File: src/rtl/fwd_hazard_unit.sv
// Operand forwarding select and load-use stall controller for the ID/EX stage.
// Forward selects and stall are combinational; the stall window and perf counter are registered.
module fwd_hazard_unit #(
   parameter  int unsigned NSRC   = 2,
   parameter  int unsigned NSTG   = 2,
   parameter  int unsigned AW     = 5,
   parameter  int unsigned LD_LAT = 1,
   parameter  int unsigned CNT_W  = 16,
   localparam int unsigned SW     = $clog2(NSTG + 1)
) (
   input  logic                 clk,
   input  logic                 rstn,
   input  logic [NSRC*AW-1:0]   id_src,
   input  logic [NSRC-1:0]      id_src_used,
   input  logic                 id_valid,
   input  logic [NSTG*AW-1:0]   stg_rd,
   input  logic [NSTG-1:0]      stg_wen,
   input  logic [AW-1:0]        ld_rd,
   input  logic                 ld_is_load,
   input  logic                 flush,
   output logic [NSRC*SW-1:0]   fwd_sel,
   output logic                 stall,
   output logic [CNT_W-1:0]     perf_stall_cnt
);

   typedef enum logic {S_IDLE, S_STALL} state_e;

   // Remaining-cycle count loaded when a window longer than one cycle opens.
   localparam logic [2:0] CNT_INIT = (LD_LAT > 1) ? 3'(LD_LAT - 2) : 3'd0;

   state_e             state_q, state_d;
   logic [2:0]         cnt_q, cnt_d;
   logic [CNT_W-1:0]   perf_q, perf_d;
   logic               hazard;

   // Youngest matching stage wins: scan oldest to youngest, later writes override.
   always_comb begin
      fwd_sel = '0;
      for (int i = 0; i < int'(NSRC); i++) begin
         for (int k = int'(NSTG); k >= 1; k--) begin
            if (id_src_used[i] && stg_wen[k-1] &&
                (stg_rd[(k-1)*AW +: AW] != '0) &&
                (stg_rd[(k-1)*AW +: AW] == id_src[i*AW +: AW])) begin
               fwd_sel[i*SW +: SW] = SW'(k);
            end
         end
      end
   end

   always_comb begin
      hazard = 1'b0;
      for (int i = 0; i < int'(NSRC); i++) begin
         if (id_src_used[i] && (ld_rd == id_src[i*AW +: AW])) begin
            hazard = 1'b1;
         end
      end
      hazard = hazard & id_valid & ld_is_load & (ld_rd != '0);
   end

   always_ff @(posedge clk or negedge rstn) begin
      if (!rstn) begin
         state_q <= S_IDLE;
         cnt_q   <= 3'd0;
         perf_q  <= '0;
      end else begin
         state_q <= state_d;
         cnt_q   <= cnt_d;
         perf_q  <= perf_d;
      end
   end

   always_comb begin
      state_d = state_q;
      cnt_d   = cnt_q;
      if (flush) begin
         state_d = S_IDLE;
         cnt_d   = 3'd0;
      end else begin
         case (state_q)
            S_IDLE: begin
               if (hazard && (LD_LAT > 1)) begin
                  state_d = S_STALL;
                  cnt_d   = CNT_INIT;
               end
            end
            S_STALL: begin
               if (cnt_q == 3'd0) begin
                  state_d = S_IDLE;
               end else begin
                  cnt_d = cnt_q - 3'd1;
               end
            end
            default: begin
               state_d = S_IDLE;
               cnt_d   = 3'd0;
            end
         endcase
      end
   end

   // Flush overrides both an open window and a fresh hazard.
   always_comb begin
      stall  = ~flush & ((state_q == S_STALL) | hazard);
      perf_d = perf_q;
      if (stall && (perf_q != '1)) begin
         perf_d = perf_q + CNT_W'(1);
      end
   end

   assign perf_stall_cnt = perf_q;

endmodule

File: config.mk
export PLATFORM = sky130hd
export DESIGN_NAME = fwd_hazard_unit
export DESIGN_NICKNAME = d
export VERILOG_FILES = /design/src/rtl/fwd_hazard_unit.sv
export SDC_FILE = /design/constraint.sdc
export NUM_CORES = 1
export LEC_CHECK = 0
export BUFFER_PORTS_ARGS = -buffer_cell sky130_fd_sc_hd__buf_2
export CORE_MARGIN = 2
export CORE_UTILIZATION = 40
export DETAILED_ROUTE_END_ITERATION = 12
export PLACE_DENSITY_LB_ADDON = 0.2
export SLEW_MARGIN = 20
export SYNTH_ARGS = -nofsm -noshare
export SYNTH_HDL_FRONTEND = slang
export SYNTH_SLANG_ARGS = --single-unit
File: constraint.sdc
create_clock -name clk -period 5.9 [get_ports clk]
set_input_delay 1.77 -clock clk [delete_from_list [all_inputs] [get_ports clk]]
set_output_delay 1.77 -clock clk [all_outputs]
set_load 0.005 [all_outputs]
==> impl_metrics.py, run 1 <==
metrics = {
    "status": {
        "outcome": "finished, final reports clean",
    },
    "floorplanning": {
        "die_y_um": 62.6,
        "fp.dieArea_um2": 3920,
        "initial_core_util_pct": 41.5,
        "ioPinCount": 55,
        "die-width_um": 62.6,
        "core_region_area_um2": 3310,
        "placementRows": 21,
    },
    "logic_synthesis": {
        "avgSynthCellArea_um2": 9.17,
        "yosysMostFrequentCell": "xnor2_1",
        "synthTopCellsByArea": "dfrtp_1, xnor2_1, xor2_1, nand3_1, nor3_1",
        "synth_top_family_by_area": "XOR/XNOR gates",
        "synthTopCellsByCount": "xnor2_1, dfrtp_1, xor2_1",
        "synth_cell_types": 30,
        "async_flop_share_pct": 100,
        "ys.flop_type": "dfrtp_1",
        "ys_seq_area_share_pct": 36.4,
        "synth_edf_count": 0,
        "syn_area_um2": 1380,
        "synth_seq_cells": 20,
        "netlist_instances": 150,
        "synthAdderAreaFrac_pct": 2.73,
        "ys_warn_count": 0,
        "synthXorXnorAreaFrac_pct": 27.4,
        "synth.mux.area_fraction_pct": 2.37,
        "netlist.area_leader.share_pct": 36.4,
        "synth_simple_gate_area_share_pct": 22.5,
        "syn_nets": 187,
        "yosysTopAreaCell": "dfrtp_1",
        "synth-compound-area-share_pct": 5.64,
    },
    "setup_path": {
        "crit_chain": "buf_2 > or3_1 > o311a_1 > a21oi_1 > nor2_1 > buf_2",
        "critPathCaptureType": "primary output",
        "cp_slowest_stage_delay_ns": 0.36,
        "crit_top_cell": "buf_2",
        "startpoint_type": "input pin",
        "path_max_fanout": 4,
        "crit_arrival_ns": 3.08,
        "crit_required_ns": 4.13,
        "crit_type": "in2out",
        "cpMaxStageDelayCell": "or3_1",
    },
    "cts": {
        "clock_tree.root_cell": "clkbuf_4",
        "insertion_delay_ns": 0.29,
        "htreeDepth": 1,
        "cts_buffers": 3,
        "cts_setup_buffers": 0,
        "ctsHoldBuffers": 0,
        "cts_tree": "built",
        "clk_pin_slew_worst_paths_ns": 0.10,
        "cts.repair.resized": 0,
        "clock_tree.buffer_depth": 2,
        "numClockSinks": 20,
    },
    "place": {
        "port-buffer-count": 54,
        "post-dp-hpwl_mm": 2.73,
        "dp.cells": 248,
        "place_congestion": 0.856,
    },
    "power": {
        "powerDensity_nw_per_um2": 161,
        "p_int_w": 0.000206,
        "irDropWorstVdd_mv": 0.0999,
        "p_comb_share_pct": 20.3,
        "p_sw_share_pct": 25.8,
        "pwr-share-clk_pct": 27.6,
        "power_w": 0.000277,
        "power.net_switching_w": 0.0000716,
        "cellLeakagePower_nw": 0.845,
        "pwr-share-seq_pct": 52.1,
    },
    "final_layout": {
        "fillers": 336,
        "fin_util_pct": 52.1,
        "layout-drive-gt1-share_pct": 29.1,
        "instances_no_fill": 252,
        "fin_nets": 244,
        "antennaDiodeCount": 0,
        "synthToLayoutAreaGrowth_pct": 25.4,
    },
    "sta": {
        "rsz0062_at_grt": "no",
        "hold_viol_final": 0,
        "finClkSkew_ns": 0.00441,
        "whs_ns": 0.493,
        "finalCritPeriodShare_pct": 82.2,
        "relSlewSlack_pct": 68.8,
        "layout_min_cycle_time_ns": 4.85,
        "setup_viol": 0,
        "tns_ns": 0,
        "maxSlewViolCount": 0,
        "fmax_mhz": 206,
        "tightest_slew_ns": 0.464,
    },
    "run": {
        "cap_violations": 0,
    },
    "worst_hold_path": {
        "hp-class": "reg2reg",
    },
    "route": {
        "ant_nets": 0,
        "drt_iter0_markers": 29,
        "wl_mm": 3.28,
        "wl_per_cell_um": 13.0,
        "vias": 1280,
        "drc": 0,
        "dr.pass1.iters": 4,
        "vias_per_cell": 5.08,
    },
    "grt": {
        "grt_usage_pct": 17.6,
        "grt_pass1_vias": 1243,
        "grt_max_degree": 21,
        "antenna_found_initial": 0,
        "grt_pass1_wl_mm": 5.59,
        "grt-ovfl-total": 0,
    },
}
[critical path: cells and delay by family]
kind / cells / cell delay [ns]
AOI/OAI and AO/OA: 2 / 0.63
buffers and inverters: 2 / 0.25
and+or+nand+nor: 2 / 0.43
[layer usage]
metal	track usage (%)	wire length, µm	up-vias
met1	22.0	1400	602
met2	30.4	1620	42
met4	5.83	32	0
li1	-	-	632
met3	3.60	232	4
met5	0	0	-
[power groups by stage]
stage               logic [W]  registers (W)  clock network [W]
floorplan           0.0000265       0.000147                  0
global placement    0.0000552       0.000147                  0
detailed placement  0.0000562       0.000147                  0
CTS                 0.0000568       0.000145          0.0000813
global route        0.0000624       0.000146          0.0000881
finish              0.0000563       0.000144          0.0000764
[sequential cells by signal, summed over array words and instances, names as in the netlist]
| register | flops |
|---|---|
| state_q | 1 |
| perf_stall_cnt | 16 |
| cnt_q | 3 |
[stage by stage]
step	area [µm²]	setup slack (ns)
floorplan	1380	1.33
global placement	1690	1.09
detailed placement	1690	1.05
CTS	1720	1.05
global route	1720	0.941
finish	1720	1.05
[layout by cell type, fill, tap and decap left out, drive strengths merged, types with 4 or more instances in the layout]
cell     n
buf     54
clkbuf   4
dfrtp   20
inv      7
nand2   10
nand3    9
nand4    7
nor2    12
nor3     9
o21ai    4
xnor2   26
xor2    17
[area by class of cell]
cell class | count | area (µm²) | share of cell area, %
Multi-Input combinational cell | 121 | 833 | 48.3
Sequential cell | 20 | 500 | 29.0
Timing Repair Buffer | 54 | 270 | 15.7
Tap cell | 46 | 57.6 | 3.34
Clock buffer | 4 | 36.3 | 2.10
Inverter | 7 | 26.3 | 1.52
[kinds of logic (layout without fill, tap and decap cells)]
logic type / Yosys count / after routing
AND/OR/NAND/NOR: 60 / 60
multiplexers: 3 / 3
AO/OA/AOI/OAI: 12 / 12
buffers and inverters: 9 / 65
adder cells (fa/ha/maj): 3 / 3
flip-flops: 20 / 20
XOR/XNOR: 43 / 43
[worst paths after layout]
kind,start,end,slack (ns),cells after the start
min in group asynchronous,rstn,perf_stall_cnt[0],1.41,1
max in group asynchronous,rstn,perf_stall_cnt[9],4.18,1
worst min-delay path,perf_stall_cnt[10],perf_stall_cnt[10],0.49,1
worst max register to register,perf_stall_cnt[0],perf_stall_cnt[1],3.70,6
worst max-delay path,ld_rd[0],stall,1.05,6
worst min register to register,perf_stall_cnt[10],perf_stall_cnt[10],0.49,1
(Power assumes the default switching activity.)
==> run 2: changes to the inputs <==
==> constraint.sdc (replaced) <==
create_clock -name clk -period 4.2 [get_ports clk]
set_input_delay 1.26 -clock clk [delete_from_list [all_inputs] [get_ports clk]]
set_output_delay 1.26 -clock clk [all_outputs]
set_load 0.005 [all_outputs]
==> run 2 against run 1 <==
  * First-iteration DRC count up 48%
  * Non-clock buffer count is the same
  * Combinational power up 42%
  * Sequential power grew 41%
  * Global-route usage is 0.20 points higher
  * Design area up 0.94%
  * Critical path depth is the same
  * Setup slack got worse by 0.68 ns
  * Utilization grew 0.49 points
  * Hold slack gained 0.0063 ns
  * Register-to-register slack got worse by 1.7 ns
  * Critical path type unchanged
==> impl_metrics.py, run 2 (synthesized netlist as in run 1, its figures left out) <==
metrics = {
    "setup_path": {
        "cp_slowest_stage_delay_ns": 0.36,
        "startpoint": "ld_rd[0]",
        "worstReg2RegStart": "perf_stall_cnt[0]",
        "path_max_fanout": 4,
        "critPathCaptureType": "primary output",
        "crit_arrival_ns": 2.57,
        "crit_required_ns": 2.94,
        "startpoint_type": "input pin",
        "crit_top_cell": "buf_2",
        "crit_type": "in2out",
        "r2r_slack_ns": 2.01,
        "cpMaxStageDelayCell": "or3_1",
        "crit_chain": "buf_2 > or3_1 > o311a_1 > a21oi_1 > nor2_1 > buf_2",
    },
    "status": {
        "outcome": "finished, final reports clean",
    },
    "sta": {
        "finalCritPeriodShare_pct": 91.2,
        "relSlewSlack_pct": 69.5,
        "finClkSkew_ns": 0.00776,
        "hold_viol_final": 0,
        "tns_ns": 0,
        "fmax_mhz": 261,
        "whs_ns": 0.500,
        "setup_viol": 0,
        "maxSlewViolCount": 0,
        "layout_min_cycle_time_ns": 3.83,
        "tightest_slew_ns": 0.452,
        "rsz0062_at_grt": "no",
    },
    "final_layout": {
        "layout-drive-gt1-share_pct": 29.1,
        "design_area_um2": 1740,
        "fillers": 347,
        "largest_reg_flops": 16,
        "layout_commonest_cell": "buf_2",
        "final_cell_mix": "buf_2, xnor2_1, dfrtp_1, xor2_1, nor2_1",
        "instances_no_fill": 252,
        "synthToLayoutAreaGrowth_pct": 26.6,
        "antennaDiodeCount": 0,
        "multiInputGateArea_um2": 833,
        "seqCellArea_um2": 500,
        "fin_nets": 244,
    },
    "power": {
        "powerDensity_nw_per_um2": 252,
        "cellLeakagePower_nw": 0.852,
        "irDropWorstVdd_mv": 0.159,
        "power_w": 0.000439,
    },
    "floorplanning": {
        "fp.dieArea_um2": 3920,
        "core_region_area_um2": 3310,
        "placementRows": 21,
        "initial_core_util_pct": 41.5,
        "die_y_um": 62.6,
        "ioPinCount": 55,
        "die-width_um": 62.6,
    },
    "route": {
        "ant_nets": 0,
        "wl_mm": 3.44,
        "dr.pass1.iters": 4,
        "drt_iter0_markers": 43,
        "drc": 0,
        "wl_per_cell_um": 13.7,
        "vias": 1280,
        "vias_per_cell": 5.08,
    },
    "cts": {
        "cts_tree": "built",
        "ctsHoldBuffers": 0,
        "htreeDepth": 1,
        "cts.repair.resized": 0,
        "insertion_delay_ns": 0.30,
        "cts_buffers": 3,
        "clock_tree.buffer_depth": 2,
        "clock_tree.root_cell": "clkbuf_4",
        "numClockSinks": 20,
        "clk_pin_slew_worst_paths_ns": 0.12,
        "cts_setup_buffers": 0,
    },
    "grt": {
        "grt-ovfl-total": 0,
        "grt_pass1_wl_mm": 5.66,
        "grt_max_degree": 21,
        "antenna_found_initial": 0,
        "grt_pass1_vias": 1233,
        "grt_usage_pct": 17.8,
    },
    "place": {
        "dp.cells": 248,
        "place_congestion": 0.855,
        "post-dp-hpwl_mm": 2.85,
        "port-buffer-count": 54,
        "placed_area_um2": 1690,
    },
    "worst_hold_path": {
        "hp-class": "reg2reg",
        "min_from": "perf_stall_cnt[6]",
    },
    "run": {
        "cap_violations": 0,
    },
}
run 2: final cells by class:
class                           count  share of cell area (%)
Sequential cell                    20                    28.8
Timing Repair Buffer               54                    15.5
Multi-Input combinational cell    121                    47.9
Tap cell                           46                    3.31
Clock inverter                      1                    1.73
Inverter                            7                    1.51
Clock buffer                        3                    1.29
run 2: power breakdown:
group / internal, W / switching, W / leakage (nW)
combinational: 0.0000388 / 0.0000410 / 0.556
clock: 0.0000965 / 0.0000594 / 0.0279
sequential: 0.000197 / 0.00000570 / 0.268
total: 0.000332 / 0.000106 / 0.852
run 2: worst paths after layout:
| path | cells past startpoint | to |
|---|---|---|
| hold / removal | 1 | perf_stall_cnt[6] |
| setup / recovery | 6 | stall |
| setup reg to reg | 6 | perf_stall_cnt[1] |
| hold reg to reg | 1 | perf_stall_cnt[6] |
| max in group asynchronous | 1 | perf_stall_cnt[9] |
| min in group asynchronous | 1 | perf_stall_cnt[1] |
run 2: layer usage:
metal	vias up	GRT usage [%]	part of all wire (%)
met3	2	3.78	5.7
met4	0	6.94	0.35
met5	-	0	0
met2	35	30.9	51
li1	632	-	-
met1	611	21.6	43
run 2: critical path, delay by kind of cell:
| kind | cells | cell delay (ns) |
|---|---|---|
| compound gates | 2 | 0.62 |
| buf+inv | 2 | 0.25 |
| simple gates | 2 | 0.43 |
run 2: per-stage QoR:
| step | util [%] | setup WS (ns) |
|---|---|---|
| 5_1_grt | 52.6 | 0.245 |
| 2_1_floorplan | - | 0.651 |
| 6_report | 52.6 | 0.370 |
| 3_3_place_gp | 51.0 | 0.410 |
| 3_5_place_dp | 51.0 | 0.371 |
| 4_1_cts | 52.6 | 0.370 |
==> run 3: changes to the inputs <==
--- a/config.mk
+++ b/config.mk
@@ -7,7 +7,7 @@
 export LEC_CHECK = 0
 export BUFFER_PORTS_ARGS = -buffer_cell sky130_fd_sc_hd__buf_2
 export CORE_MARGIN = 2
-export CORE_UTILIZATION = 40
+export CORE_UTILIZATION = 43
 export DETAILED_ROUTE_END_ITERATION = 12
 export PLACE_DENSITY_LB_ADDON = 0.2
 export SLEW_MARGIN = 20
==> run 3 against run 2 <==
  * Cell count is 0.79% lower
  * Wire length is 4.5% lower
  * Die area fell by 6.5%
  * Critical path type unchanged
  * Design area down 1.1%
  * Sequential power about the same
  * Clock skew fell by 0.0044 ns
  * Clock-buffer cell count is 1 higher
  * Highest routed layer unchanged
  * Largest power group unchanged
  * Sequential cell count unchanged
  * Hold slack improved by 0.013 ns
==> impl_metrics.py, run 3 (synthesized netlist as in run 1, its figures left out) <==
metrics = {
    "sta": {
        "fin_ws_ns": 0.355,
        "finalCritPeriodShare_pct": 91.5,
        "maxSlewViolCount": 0,
        "whs_ns": 0.513,
        "fmax_mhz": 260,
        "tns_ns": 0,
        "tightest_slew_ns": 0.479,
        "hold_viol_final": 0,
        "layout_min_cycle_time_ns": 3.85,
        "rsz0062_at_grt": "no",
        "finClkSkew_ns": 0.00341,
        "setup_viol": 0,
        "relSlewSlack_pct": 67.7,
    },
    "cts": {
        "cts_setup_buffers": 0,
        "cts.repair.resized": 0,
        "clock_tree.root_cell": "clkbuf_4",
        "ctsHoldBuffers": 0,
        "cts_buffers": 3,
        "numClockSinks": 20,
        "insertion_delay_ns": 0.30,
        "clock_tree.buffer_depth": 2,
        "cts_tree": "built",
        "clk_pin_slew_worst_paths_ns": 0.12,
        "htreeDepth": 1,
    },
    "floorplanning": {
        "die_y_um": 60.6,
        "initial_core_util_pct": 45.0,
        "die-width_um": 60.6,
        "ioPinCount": 55,
        "core_region_area_um2": 3050,
        "fp.dieArea_um2": 3670,
        "placementRows": 20,
    },
    "power": {
        "powerDensity_nw_per_um2": 231,
        "irDropWorstVdd_mv": 0.245,
        "power_w": 0.000397,
        "cellLeakagePower_nw": 0.845,
    },
    "final_layout": {
        "synthToLayoutAreaGrowth_pct": 25.2,
        "antennaDiodeCount": 0,
        "fillers": 298,
        "fin_nets": 244,
        "multiInputGateArea_um2": 833,
        "largest_reg_flops": 16,
        "final_cell_mix": "buf_2, xnor2_1, dfrtp_1, xor2_1, nor2_1",
        "layout-drive-gt1-share_pct": 29.1,
        "layout_commonest_cell": "buf_2",
        "seqCellArea_um2": 500,
    },
    "setup_path": {
        "critPathCaptureType": "primary output",
        "path_max_fanout": 4,
        "crit_arrival_ns": 2.59,
        "r2r_slack_ns": 2.00,
        "crit_type": "in2out",
        "startpoint_type": "input pin",
        "crit_required_ns": 2.94,
    },
    "place": {
        "port-buffer-count": 54,
        "post-dp-hpwl_mm": 2.68,
        "place_congestion": 0.870,
        "place_ws_ns": 0.344,
    },
    "run": {
        "cap_violations": 0,
    },
    "route": {
        "vias": 1293,
        "wl_per_cell_um": 13.1,
        "ant_nets": 0,
        "drt_iter0_markers": 52,
        "vias_per_cell": 5.17,
        "drc": 0,
        "wl_mm": 3.29,
        "dr.pass1.iters": 7,
    },
    "grt": {
        "grt_usage_pct": 19.1,
        "grt_pass1_vias": 1197,
        "grt-ovfl-total": 0,
        "grt_max_degree": 21,
        "grt_pass1_wl_mm": 5.25,
        "antenna_found_initial": 0,
    },
    "status": {
        "outcome": "finished, final reports clean",
    },
    "worst_hold_path": {
        "hp-class": "reg2reg",
    },
}
[run 3: changes by cell type in the layout (fill, tap and decap cells not counted), sizes merged]
cell,before,now
bufinv,1,0
clkbuf,3,4
[run 3: layer usage]
layer	vias to the layer above	global-route usage [%]	wire length, µm
li1	632	-	-
met1	604	23.7	1450
met2	48	32.1	1570
met3	9	4.48	203
met4	0	7.76	63
met5	-	0	0
[run 3: cell type report]
| class | count | share of cell area, % |
|---|---|---|
| multi-input cells | 121 | 48.4 |
| flip-flops and latches | 20 | 29.1 |
| repair buffers | 54 | 15.7 |
| well taps | 44 | 3.20 |
| clock buffers | 4 | 2.11 |
| inverters | 7 | 1.53 |
[run 3: per-stage QoR]
| step | std cells | util [%] | instance area (µm²) |
|---|---|---|---|
| 2_1_floorplan | 150 | - | 1380 |
| 5_1_grt | 250 | 56.4 | 1720 |
| 3_3_place_gp | 246 | 55.2 | 1690 |
| 3_5_place_dp | 246 | 55.2 | 1690 |
| 4_1_cts | 250 | 56.4 | 1720 |
| 6_report | 250 | 56.4 | 1720 |
[run 3: power by group]
part	internal (W)	switching (W)	total, W
Combinational	0.0000389	0.0000398	0.0000787
Sequential	0.000197	0.00000686	0.000204
Clock	0.0000529	0.0000613	0.000114
[run 3: worst paths after layout]
| check | startpoint | end | cells after the start |
|---|---|---|---|
| worst min-delay path | perf_stall_cnt[10] | perf_stall_cnt[10] | 1 |
| worst max-delay path | ld_rd[0] | stall | 6 |
| worst min register to register | perf_stall_cnt[10] | perf_stall_cnt[10] | 1 |
| min in group asynchronous | rstn | perf_stall_cnt[9] | 1 |
| worst max register to register | perf_stall_cnt[0] | perf_stall_cnt[1] | 6 |
| max in group asynchronous | rstn | state_q | 1 |
[run 3: critical path, cell delays in order]
cell and delay, ns:
buf_2 0.12, or3_1 0.38, o311a_1 0.31, a21oi_1 0.29, nor2_1 0.08, buf_2 0.13
